$ cat src/rtl/omult_pkg.sv
// Shared definitions for the online-multiplier sequencing controller.
package omult_pkg;

    localparam int unsigned N_DIGITS_DEF = 16;
    localparam int unsigned DELTA_DEF    = 3;
    localparam int unsigned ADDR_W_DEF   = 9;

    typedef enum logic [2:0] {
        IDLE,
        WARMUP,
        RUN,
        FLUSH,
        DONE
    } state_t;

endpackage

$ cat src/rtl/omult_step_cnt.sv
// Step counter: synchronous clear has priority over count enable.
module omult_step_cnt #(
    parameter int unsigned W = 9
) (
    input  logic         clk,
    input  logic         rst,
    input  logic         clear,
    input  logic         en,
    output logic [W-1:0] count
);

    always_ff @(posedge clk or posedge rst) begin
        if (rst) begin
            count <= '0;
        end else if (clear) begin
            count <= '0;
        end else if (en) begin
            count <= count + W'(1);
        end
    end

endmodule

$ cat src/rtl/omult_seq_ctrl.sv
// Sequencing controller for an online multiplier: walks operand reads,
// delayed result writes and a zero-fed flush, then pulses done.
module omult_seq_ctrl
    import omult_pkg::*;
#(
    parameter int unsigned N_DIGITS = N_DIGITS_DEF,
    parameter int unsigned DELTA    = DELTA_DEF,
    parameter int unsigned ADDR_W   = ADDR_W_DEF
) (
    input  logic              clk,
    input  logic              rst,
    input  logic              start,
    input  logic              stall,
    output logic              busy,
    output logic              in_rd_en,
    output logic [ADDR_W-1:0] in_addr,
    output logic              zero_in,
    output logic              out_wr_en,
    output logic [ADDR_W-1:0] out_addr,
    output logic              done
);

    localparam longint unsigned SPAN = 64'(N_DIGITS) + 64'(DELTA);
    localparam longint unsigned CAP  = 64'(1) << ADDR_W;

    if (DELTA < 1 || DELTA >= N_DIGITS || ADDR_W > 32 || SPAN > CAP) begin : g_param_err
        $error("omult_seq_ctrl: illegal N_DIGITS/DELTA/ADDR_W combination");
    end

    localparam logic [ADDR_W-1:0] LAST_WARM = ADDR_W'(DELTA - 1);
    localparam logic [ADDR_W-1:0] LAST_RUN  = ADDR_W'(N_DIGITS - 1);
    localparam logic [ADDR_W-1:0] LAST_STEP = ADDR_W'(N_DIGITS + DELTA - 1);
    localparam logic [ADDR_W-1:0] DELTA_A   = ADDR_W'(DELTA);

    state_t            state;
    logic [ADDR_W-1:0] step;
    logic              active;
    logic              advance;
    logic              flush_last;

    assign active     = (state == WARMUP) || (state == RUN) || (state == FLUSH);
    assign advance    = active && !stall;
    assign flush_last = (state == FLUSH) && advance && (step == LAST_STEP);

    // Step is held at 0 outside the active window so a new run always starts at 0.
    omult_step_cnt #(
        .W (ADDR_W)
    ) u_step_cnt (
        .clk   (clk),
        .rst   (rst),
        .clear (!active || flush_last),
        .en    (advance),
        .count (step)
    );

    always_ff @(posedge clk or posedge rst) begin
        if (rst) begin
            state <= IDLE;
        end else begin
            case (state)
                IDLE:    if (start) state <= WARMUP;
                WARMUP:  if (advance && step == LAST_WARM) state <= RUN;
                RUN:     if (advance && step == LAST_RUN) state <= FLUSH;
                FLUSH:   if (flush_last) state <= DONE;
                DONE:    state <= IDLE;
                default: state <= IDLE;
            endcase
        end
    end

    // Decodes of registered state/step; stall only masks the enables.
    assign busy      = (state != IDLE);
    assign in_rd_en  = ((state == WARMUP) || (state == RUN)) && !stall;
    assign in_addr   = step;
    assign zero_in   = (state == FLUSH);
    assign out_wr_en = ((state == RUN) || (state == FLUSH)) && !stall;
    assign out_addr  = (state == IDLE) ? '0 : ADDR_W'(step - DELTA_A);
    assign done      = (state == DONE);

endmodule

$ cat config.mk
export PLATFORM = sky130hd
export DESIGN_NAME = omult_seq_ctrl
export DESIGN_NICKNAME = d
export VERILOG_FILES = /design/src/rtl/omult_pkg.sv /design/src/rtl/omult_step_cnt.sv /design/src/rtl/omult_seq_ctrl.sv
export SDC_FILE = /design/constraint.sdc
export NUM_CORES = 1
export LEC_CHECK = 0
export ABC_AREA = 0
export BUFFER_PORTS_ARGS = -buffer_cell sky130_fd_sc_hd__clkbuf_2
export CORE_ASPECT_RATIO = 1.2
export CORE_MARGIN = 2
export CORE_UTILIZATION = 35
export CTS_BUF_LIST = sky130_fd_sc_hd__clkbuf_16
export CTS_CLUSTER_SIZE = 16
export DETAILED_ROUTE_END_ITERATION = 12
export PLACE_DENSITY = 0.66
export SYNTH_ARGS = -nofsm -noshare
export SYNTH_HDL_FRONTEND = slang
export SYNTH_HIERARCHICAL = 1
export SYNTH_SLANG_ARGS = --single-unit
$ cat constraint.sdc
create_clock -name clk -period 3.9 [get_ports clk]
set_clock_uncertainty 0.05 [all_clocks]
set_input_delay 0 -clock clk [delete_from_list [all_inputs] [get_ports clk]]
set_output_delay 0 -clock clk [all_outputs]
set_load 0.01 [all_outputs]
==> results of run 1 <==
-- cells in the mapped netlist, types with 2 or more instances --
| cell | n | area share [%] |
|---|---|---|
| or4_1 | 3 | 2.5 |
| or3_1 | 2 | 1.4 |
| nand2_1 | 3 | 1.2 |
| dfrtp_1 | 12 | 33 |
| a21oi_1 | 8 | 4.4 |
| nand4_1 | 2 | 1.4 |
| nand3_1 | 2 | 1.1 |
| o31ai_1 | 4 | 3.3 |
| buf_2 | 2 | 1.1 |
| inv_1 | 5 | 2.1 |
| nor3b_1 | 2 | 1.6 |
| xor2_1 | 4 | 3.8 |
| o21ai_0 | 3 | 1.6 |
| ha_1 | 3 | 4.1 |
| nor2_1 | 17 | 7.0 |
| xnor2_1 | 5 | 4.8 |
| nor3_1 | 5 | 2.7 |
| clkbuf_1 | 4 | 1.6 |
-- power groups by stage --
| stage | Sequential (mW) | Clock [mW] | Combinational [mW] |
|---|---|---|---|
| after detailed placement | 0.245 | 0 | 0.482 |
| after floorplan | 0.209 | 0 | 0.347 |
| after global routing | 0.257 | 0.194 | 0.534 |
| final | 0.245 | 0.185 | 0.477 |
| after global placement | 0.244 | 0 | 0.478 |
| after CTS | 0.243 | 0.189 | 0.484 |
-- worst max-delay path, cell delays in order (launching register included) --
cell and delay (ps):
dfrtp_1 540, nor4b_1 410, nand3_1 170, o21ai_0 230
buf_4 220, o21ai_1 140, or4_1 530, a21oi_1 180
-- layout make-up --
| type | count | area, sq um |
|---|---|---|
| Sequential cell | 12 | 300.3 |
| Fill cell | 255 | 1356 |
| Multi-Input combinational cell | 83 | 559.3 |
| Clock buffer | 3 | 75.07 |
| Timing Repair Buffer | 28 | 147.6 |
| Inverter | 5 | 18.77 |
| Clock inverter | 1 | 3.754 |
| Tap cell | 33 | 41.29 |
-- final timing paths --
check / from / to / slack, ps / depth (start not counted)
setup / recovery: u_step_cnt/count[2]$_DFFE_PP0P_ / u_step_cnt/count[7]$_DFFE_PP0P_ / 1340 / 7
hold / removal: start / state[0]$_DFFE_PP0P_ / 90 / 4
setup reg to reg: u_step_cnt/count[2]$_DFFE_PP0P_ / u_step_cnt/count[7]$_DFFE_PP0P_ / 1340 / 7
hold reg to reg: u_step_cnt/count[8]$_DFFE_PP0P_ / u_step_cnt/count[8]$_DFFE_PP0P_ / 610 / 2
max in group asynchronous: rst / u_step_cnt/count[6]$_DFFE_PP0P_ / 3320 / 3
min in group asynchronous: rst / state[2]$_DFFE_PP0P_ / 120 / 3
-- kinds of logic (layout without fill, tap and decap cells) --
group | after synthesis | in the layout | share of synthesized area [%]
DFF | 12 | 12 | 32.97
xor gates and xnor gates | 9 | 9 | 8.653
adders and majority gates | 3 | 3 | 4.121
buffers and inverters | 12 | 37 | 5.632
muxes | 1 | 1 | 1.099
and+or+nand+nor | 48 | 48 | 30.77
AOI/OAI and AO/OA | 22 | 22 | 16.76
-- per-layer routing --
metal  track usage (%)  vias up  routed length [um]
met1             21.84      409                1044
li1                  -      443                   -
met5                 0        -                   0
met2             27.26       22                1063
met4             5.792        0                  29
met3             3.000        4                  83
-- sequential cells by signal, summed over array words and instances, names as in the netlist --
| signal | cells |
|---|---|
| u_step_cnt/count | 9 |
| state | 3 |
-- timing repair --
| item | CTS | global route |
|---|---|---|
| gates resized for setup | 0 | 0 |
| hold endpoints to repair | 12 | 0 |
| hold buffers | 1 | 0 |
-- cells in the final DEF (no fill, tap or decap), types with 2 or more instances in the layout --
cell | netlist | layout
a21oi_1 | 8 | 8
o31ai_1 | 4 | 4
or3_1 | 2 | 2
clkbuf_2 | 0 | 26
nor2_1 | 17 | 17
o21ai_0 | 3 | 3
nand3_1 | 2 | 2
nand2_1 | 3 | 3
nor3b_1 | 2 | 2
dfrtp_1 | 12 | 12
xor2_1 | 4 | 4
inv_1 | 5 | 5
nand4_1 | 2 | 2
nor3_1 | 5 | 5
or4_1 | 3 | 3
xnor2_1 | 5 | 5
ha_1 | 3 | 3
clkbuf_16 | 0 | 3
==> results.yml, run 1 <==
critical_path:
  arrival_ps: 2660
  startpoint_type: "flip-flop"
  path_class: "reg -> reg"
  required_ps: 4010
  critPathCaptureType: "flip-flop"
  path_max_fanout: 13
synthesis:
  ys_ff_latch: 12
  async_flop_share_pct: 100.0
  synth_edf_count: 0
  synth_area_sq_um: 910.9
  synth_flop_cell: "dfrtp_1"
  syn_nets: 114
  syn_inst: 107
  synth-seq-area-share_pct: 32.97
  syn_area_per_cell_sq_um: 8.513
  yosysUniqueCellTypes: 39
  yosysWarnings: 6
global_route:
  gr-total-overflow: 0
  grt_use_total_pct: 16.54
  first_global_vias: 850
  antenna_found_initial: 0
  grt_pass1_wl_mm: 3.801
  grt_max_degree: 14
timing:
  timing.setup.tns_ps: 0
  layout_setup_ws_ps: 1343
  final.min_clock_period_ps: 2557
  hold_ws_ps: 88.09
  finalMaxSlewViolations: 0
  period_share_pct: 65.57
  rsz0062_at_grt: "false"
  tightest_slew_ps: 901.8
  clock.fmax_ghz: 0.3911
  slew_headroom_pct: 39.42
  hold_violations: 0
  setup_violations: 0
floorplan:
  start_util_pct: 36.40
  num_io_pins: 27
  placementRows: 20
  core_area_sq_mm: 0.002502
  die_area_sq_mm: 0.003028
  die_h_um: 59.89
  fp.dieW_um: 50.57
cells_and_area:
  area_delta_synth_final_pct: 25.82
  antenna_cells: 0
  final_area_sq_mm: 0.001146
  utilization_pct: 45.80
  stdcell_count: 165
  layout-drive-gt1-share_pct: 27.27
  nets: 140
power:
  p_clk_share_pct: 20.3
  p_per_area_mw_per_mm2: 791.7
  combPwrFrac_pct: 52.6
  vdd_drop_max_uv: 372.6
  fin_total_pwr_mw: 0.9074
  power.static_leakage_nw: 0.5287
  netSwitchingFraction_pct: 43.79
  p_int_mw: 0.5101
  p_switching_mw: 0.3973
  seqPwrFrac_pct: 27.1
place:
  dp_hpwl_mm: 1.630
  dp_cells: 160
  portBuffers: 26
  place_congestion: 0.7614
  dpl_cell_area_sq_mm: 0.001057
  pre_cts_slack_ps: 1419
flow_run:
  cap_violations: 0
cts:
  cts-buffers-inserted: 3
  cts.sinks: 12
  postCtsSetupBuffers: 0
  root_buffer: "clkbuf_16"
  cts_tree: "built"
  htreeDepth: 1
  cts_buffer_depth: 2
  clk_pin_slew_worst_paths_ps: 40
  clk_latency_ps: 240
detailed_routing:
  vias: 878
  drt-initial-drc-count: 38
  wl_mm: 2.221
  drc: 0
  viasPerCell: 5.321
  wl_per_cell_um: 13.46
  postRouteAntennaNets: 0
  drtPass1Iterations: 4
hold_path:
  worstHoldPathType: "in -> reg"
run_status:
  run_status: "complete, no violations"
No activity file was read; power rests on OpenSTA's default activity.
==> run 2, diff against run 1 <==
Settings changed: ABC_AREA 0 to 1, PLACE_DENSITY 0.66 to 0.67.
Clock period 3.9 ns to 2.32 ns, I/O delays scaled along.
==> run 2 against run 1 <==
Net effect: design area increased by 14%; largest power group unchanged; final cell count is 37% higher; hold slack gained 34 ps; clock power grew 66%; power up 48%.
==> results.yml, run 2 <==
timing:
  period_share_pct: 86.85
  clock.fmax_ghz: 0.4963
  tightest_slew_ps: 410.3
  finalMaxSlewViolations: 0
  layout_setup_ws_ps: 305.1
  hold_violations: 0
  rsz0062_at_grt: "false"
  timing.setup.tns_ps: 0
  setup_violations: 0
  slew_headroom_pct: 72.62
  hold_ws_ps: 122.1
  final.min_clock_period_ps: 2015
cts:
  cts-buffers-inserted: 3
  cts.sinks: 12
  postCtsSetupBuffers: 0
  htreeDepth: 1
  cts_buffer_depth: 2
  cts_tree: "built"
  root_buffer: "clkbuf_16"
  clk_latency_ps: 240
  ctsResizeCount: 0
  clk_pin_slew_worst_paths_ps: 40
cells_and_area:
  area_delta_synth_final_pct: 29.14
  utilization_pct: 46.99
  final_cell_mix: "nand2_1 (30), clkbuf_2 (26), nor2_1 (24)"
  layout-drive-gt1-share_pct: 29.17
  largestRegisters: "u_step_cnt/count (9), state (3)"
  stdcell_count: 226
  final_common_cell: "nand2_1"
  nets: 201
  antenna_cells: 0
  n_fill_cell: 313
  regMostFlops: "u_step_cnt/count"
  largest_register_ffs: 9
synthesis:
  synth_top_area_share_pct: 29.63
  synth_area_leaders: "dfrtp_1 (30%), nand2_1 (11%), nor2_1 (8.9%)"
  yosysTopAreaCell: "dfrtp_1"
  synth-seq-area-share_pct: 29.63
  yosysUniqueCellTypes: 24
  synth_edf_count: 0
  yosysWarnings: 6
  syn_area_per_cell_sq_um: 6.455
  yosysMostFrequentCell: "nand2_1"
  synth_area_sq_mm: 0.001013
  syn_inst: 157
  synthTopCellsByCount: "nand2_1 (30), nor2_1 (24), inv_1 (21), dfrtp_1 (12), nand3_1 (10)"
  async_flop_share_pct: 100.0
  synth_flop_cell: "dfrtp_1"
  syn_nets: 164
  ys_ff_latch: 12
global_route:
  gr-total-overflow: 0
  first_global_vias: 1019
  grt_pass1_wl_mm: 4.498
  grt_use_total_pct: 17.81
  grt_max_degree: 14
  antenna_found_initial: 0
detailed_routing:
  drt-initial-drc-count: 27
  vias: 1105
  drc: 0
  viasPerCell: 4.889
  wl_mm: 2.634
  wl_per_cell_um: 11.65
  postRouteAntennaNets: 0
  drtPass1Iterations: 4
critical_path:
  startpoint_type: "flip-flop"
  path_class: "reg -> reg"
  arrival_ps: 2090
  required_ps: 2400
  cp-startpoint: "u_step_cnt/count[0]$_DFFE_PP0P_"
  path_max_fanout: 8
  r2r-start: "u_step_cnt/count[0]$_DFFE_PP0P_"
  critPathCaptureType: "flip-flop"
power:
  vdd_drop_max_uv: 532.9
  p_per_area_mw_per_mm2: 1025
  power.static_leakage_nw: 0.7055
run_status:
  run_status: "complete, no violations"
place:
  pre_cts_slack_ps: 349.5
  portBuffers: 26
  dp_hpwl_mm: 2.060
  dp_cells: 222
  place_congestion: 0.8782
floorplan:
  start_util_pct: 36.39
  core_area_sq_mm: 0.002785
  placementRows: 21
  die_h_um: 62.95
  num_io_pins: 27
  die_area_sq_mm: 0.003344
  fp.dieW_um: 53.12
flow_run:
  cap_violations: 0
hold_path:
  worstHoldPathType: "in -> async"
-- run 2: layout make-up --
class / instances / area, sq um / area share [%]
inverters: 28 / 105.1 / 8.031
clock buffers: 3 / 75.07 / 5.736
multi-input cells: 117 / 608.1 / 46.46
repair buffers: 32 / 177.7 / 13.58
flip-flops and latches: 12 / 300.3 / 22.94
well taps: 34 / 42.54 / 3.250
-- run 2: power by group --
part | internal, mW | switching [mW]
sequential | 0.240 | 0.0531
combinational | 0.264 | 0.476
clock | 0.224 | 0.0835
total | 0.728 | 0.613
-- run 2: path summary, 6_finish.rpt --
check	endpoint	cells after the start	slack, ps
min in group clk	state[2]$_DFFE_PP0P_	4	120
min	state[0]$_DFFE_PP0P_	3	120
max in group asynchronous	u_step_cnt/count[4]$_DFFE_PP0P_	3	1720
min reg2reg	state[2]$_DFFE_PP0P_	3	530
max reg2reg	u_step_cnt/count[7]$_DFFE_PP0P_	10	310
max	u_step_cnt/count[7]$_DFFE_PP0P_	10	310
-- run 2: repair_timing --
action	in CTS	in global routing
hold buffers	1	0
endpoints found under the setup margin	0	0
endpoints found under the hold margin	12	0
-- run 2: logic make-up (layout without fill, tap and decap cells) --
family | count (synthesis) | after routing | share of synthesized area (%)
buf+inv | 28 | 63 | 10.37
flops | 12 | 12 | 29.63
xor+xnor | 2 | 2 | 1.729
compound gates | 19 | 19 | 9.753
fa+ha+maj | 3 | 3 | 3.704
simple gates | 93 | 93 | 44.82
-- run 2: per-layer routing --
metal  vias up  wire length [um]  GRT usage, %
li1        574                 -             -
met1       498              1240         23.43
met2        29              1244         29.06
met3         4               120         2.871
met4         0                29         5.769
met5         -                 0             0
-- run 2: worst max-delay path: stages (launching register included) --
cell,delay (ps)
dfrtp_1,460
inv_1,90
ha_1,160
nor3b_1,240
nand3_1,130
o21ai_1,170
nor2_2,120
nor2_2,240
nand3_1,110
nand2_1,80
nor2_1,40
-- run 2: through the flow --
stage          instance area, sq um  total power, mW
4_1_cts                        1309            1.354
3_5_place_dp                   1224            1.036
2_1_floorplan                  1013           0.8025
6_report                       1309            1.341
5_1_grt                        1309            1.454
3_3_place_gp                   1224            1.036
==> run 3, diff against run 2 <==
Settings changed: BUFFER_PORTS_ARGS -buffer_cell sky130_fd_sc_hd__clkbuf_2 to default, DONT_BUFFER_PORTS from default to 1, PLACE_DENSITY 0.67 to 0.59.
==> run 3 against run 2 <==
Net effect: via count down 5.1%; critical path depth unchanged; hold slack worse by 120 ps; non-clock buffer count down 21; critical path type unchanged; critical endpoint unchanged.
==> results.yml, run 3 (same netlist as run 2, synthesis figures left out) <==
place:
  dpl_cell_area_sq_mm: 0.001116
  portBuffers: 0
  place_congestion: 0.8012
  pre_cts_slack_ps: 416.6
  dp_hpwl_mm: 2.053
  dp_cells: 199
detailed_routing:
  postRouteAntennaNets: 0
  drc: 0
  drt-initial-drc-count: 39
  wl_mm: 2.578
  drtPass1Iterations: 5
  wl_per_cell_um: 12.51
  vias: 1049
  viasPerCell: 5.092
cells_and_area:
  stdcell_count: 206
  largest_register_ffs: 9
  final_area_sq_mm: 0.001225
  largestRegisters: "u_step_cnt/count (9), state (3)"
  final_common_cell: "nand2_1"
  layout-drive-gt1-share_pct: 19.19
  area_delta_synth_final_pct: 20.86
  nets: 180
  antenna_cells: 0
  seq_area_sq_um: 300.3
  regMostFlops: "u_step_cnt/count"
  n_fill_cell: 306
  final_cell_mix: "nand2_1 (30), nor2_1 (24), inv_1 (21)"
  multi_input_area_sq_um: 608.1
cts:
  clk_pin_slew_worst_paths_ps: 40
  root_buffer: "clkbuf_16"
  cts_tree: "built"
  clk_latency_ps: 240
  ctsResizeCount: 0
  cts-buffers-inserted: 3
  cts.sinks: 12
  cts_buffer_depth: 2
  htreeDepth: 1
power:
  p_per_area_mw_per_mm2: 1028
  power.static_leakage_nw: 0.6181
  p_clk_share_pct: 24.8
  p_int_mw: 0.6577
  p_switching_mw: 0.6017
  combPwrFrac_pct: 53.2
  seqPwrFrac_pct: 22.0
  vdd_drop_max_uv: 536.1
  netSwitchingFraction_pct: 47.78
global_route:
  grt_max_degree: 14
  gr-total-overflow: 0
  grt_pass1_wl_mm: 4.298
  antenna_found_initial: 0
  first_global_vias: 982
  grt_use_total_pct: 17.09
floorplan:
  core_area_sq_mm: 0.002785
  num_io_pins: 27
  die_area_sq_mm: 0.003344
  placementRows: 21
  start_util_pct: 36.39
  fp.dieW_um: 53.12
  die_h_um: 62.95
timing:
  slew_headroom_pct: 72.43
  finalMaxSlewViolations: 0
  final.min_clock_period_ps: 1932
  tightest_slew_ps: 413.1
  hold_violations: 0
  layout_setup_ws_ps: 387.7
  hold_ws_ps: 0.5203
  rsz0062_at_grt: "false"
  clock.fmax_ghz: 0.5175
  setup_violations: 0
  timing.setup.tns_ps: 0
  period_share_pct: 83.29
critical_path:
  startpoint_type: "flip-flop"
  r2r_cells: 10
  critPathCaptureType: "flip-flop"
  required_ps: 2400
  path_class: "reg -> reg"
  path_max_fanout: 7
  arrival_ps: 2010
hold_path:
  worstHoldPathType: "in -> out"
  worstHoldPathCells: 1
flow_run:
  cap_violations: 0
run_status:
  run_status: "complete, no violations"
[run 3: cell count changes in the layout (fill, tap and decap cells not counted)]
cell           change
clkbuf_2          -26
clkinv_1           +1
buf_4              +3
dlygate4sd3_1      +2
[run 3: power by group through the flow]
stage,Sequential [mW],Combinational (mW),Clock [mW]
detailed placement,0.279,0.666,0
CTS,0.275,0.676,0.315
global placement,0.277,0.657,0
floorplan,0.292,0.510,0
global route,0.279,0.743,0.327
finish,0.277,0.671,0.312
[run 3: final timing paths]
kind / to / from / slack, ps
worst max-delay path: u_step_cnt/count[7]$_DFFE_PP0P_ / u_step_cnt/count[8]$_DFFE_PP0P_ / 390
worst max register to register: u_step_cnt/count[7]$_DFFE_PP0P_ / u_step_cnt/count[8]$_DFFE_PP0P_ / 390
worst min-delay path: out_wr_en / stall / 0.5
min in group asynchronous: state[1]$_DFFE_PP0P_ / rst / 40
max in group asynchronous: u_step_cnt/count[4]$_DFFE_PP0P_ / rst / 1840
worst min register to register: state[2]$_DFFE_PP0P_ / u_step_cnt/count[5]$_DFFE_PP0P_ / 500
[run 3: layer usage]
metal  share of wire, %  vias to the layer above  GRT usage [%]
li1                   -                      539              -
met3                5.4                        4          4.545
met2                 51                       31          28.91
met5                  0                        -              0
met4                1.1                        0          6.090
met1                 42                      475          20.15
[run 3: what timing repair did]
item | CTS | global route
hold buffers | 3 | 0
endpoints found under the hold margin | 15 | 0
setup buffers | 0 | 0
[run 3: critical path, cell delays in order (launching register included)]
cell,delay (ps)
dfrtp_1,480
inv_1,120
nand2_1,60
nor4_1,220
nand3_1,140
o21ai_1,190
nor2_2,140
nor2_2,220
nand3_1,90
nand2_1,70
nor2_1,40
[run 3: through the flow]
step                      power (mW)  util, %
final                          1.259    43.98
after CTS                      1.266    43.98
after global routing           1.350    43.98
after global placement        0.9332    40.07
after detailed placement      0.9452    40.07
after floorplan               0.8025        -
[run 3: cell type report]
type / count / share of cell area (%)
repair buffers: 11 / 7.354
flip-flops and latches: 12 / 24.51
clock inverters: 1 / 0.3064
clock buffers: 3 / 6.129
multi-input cells: 117 / 49.64
inverters: 28 / 8.580
well taps: 34 / 3.473
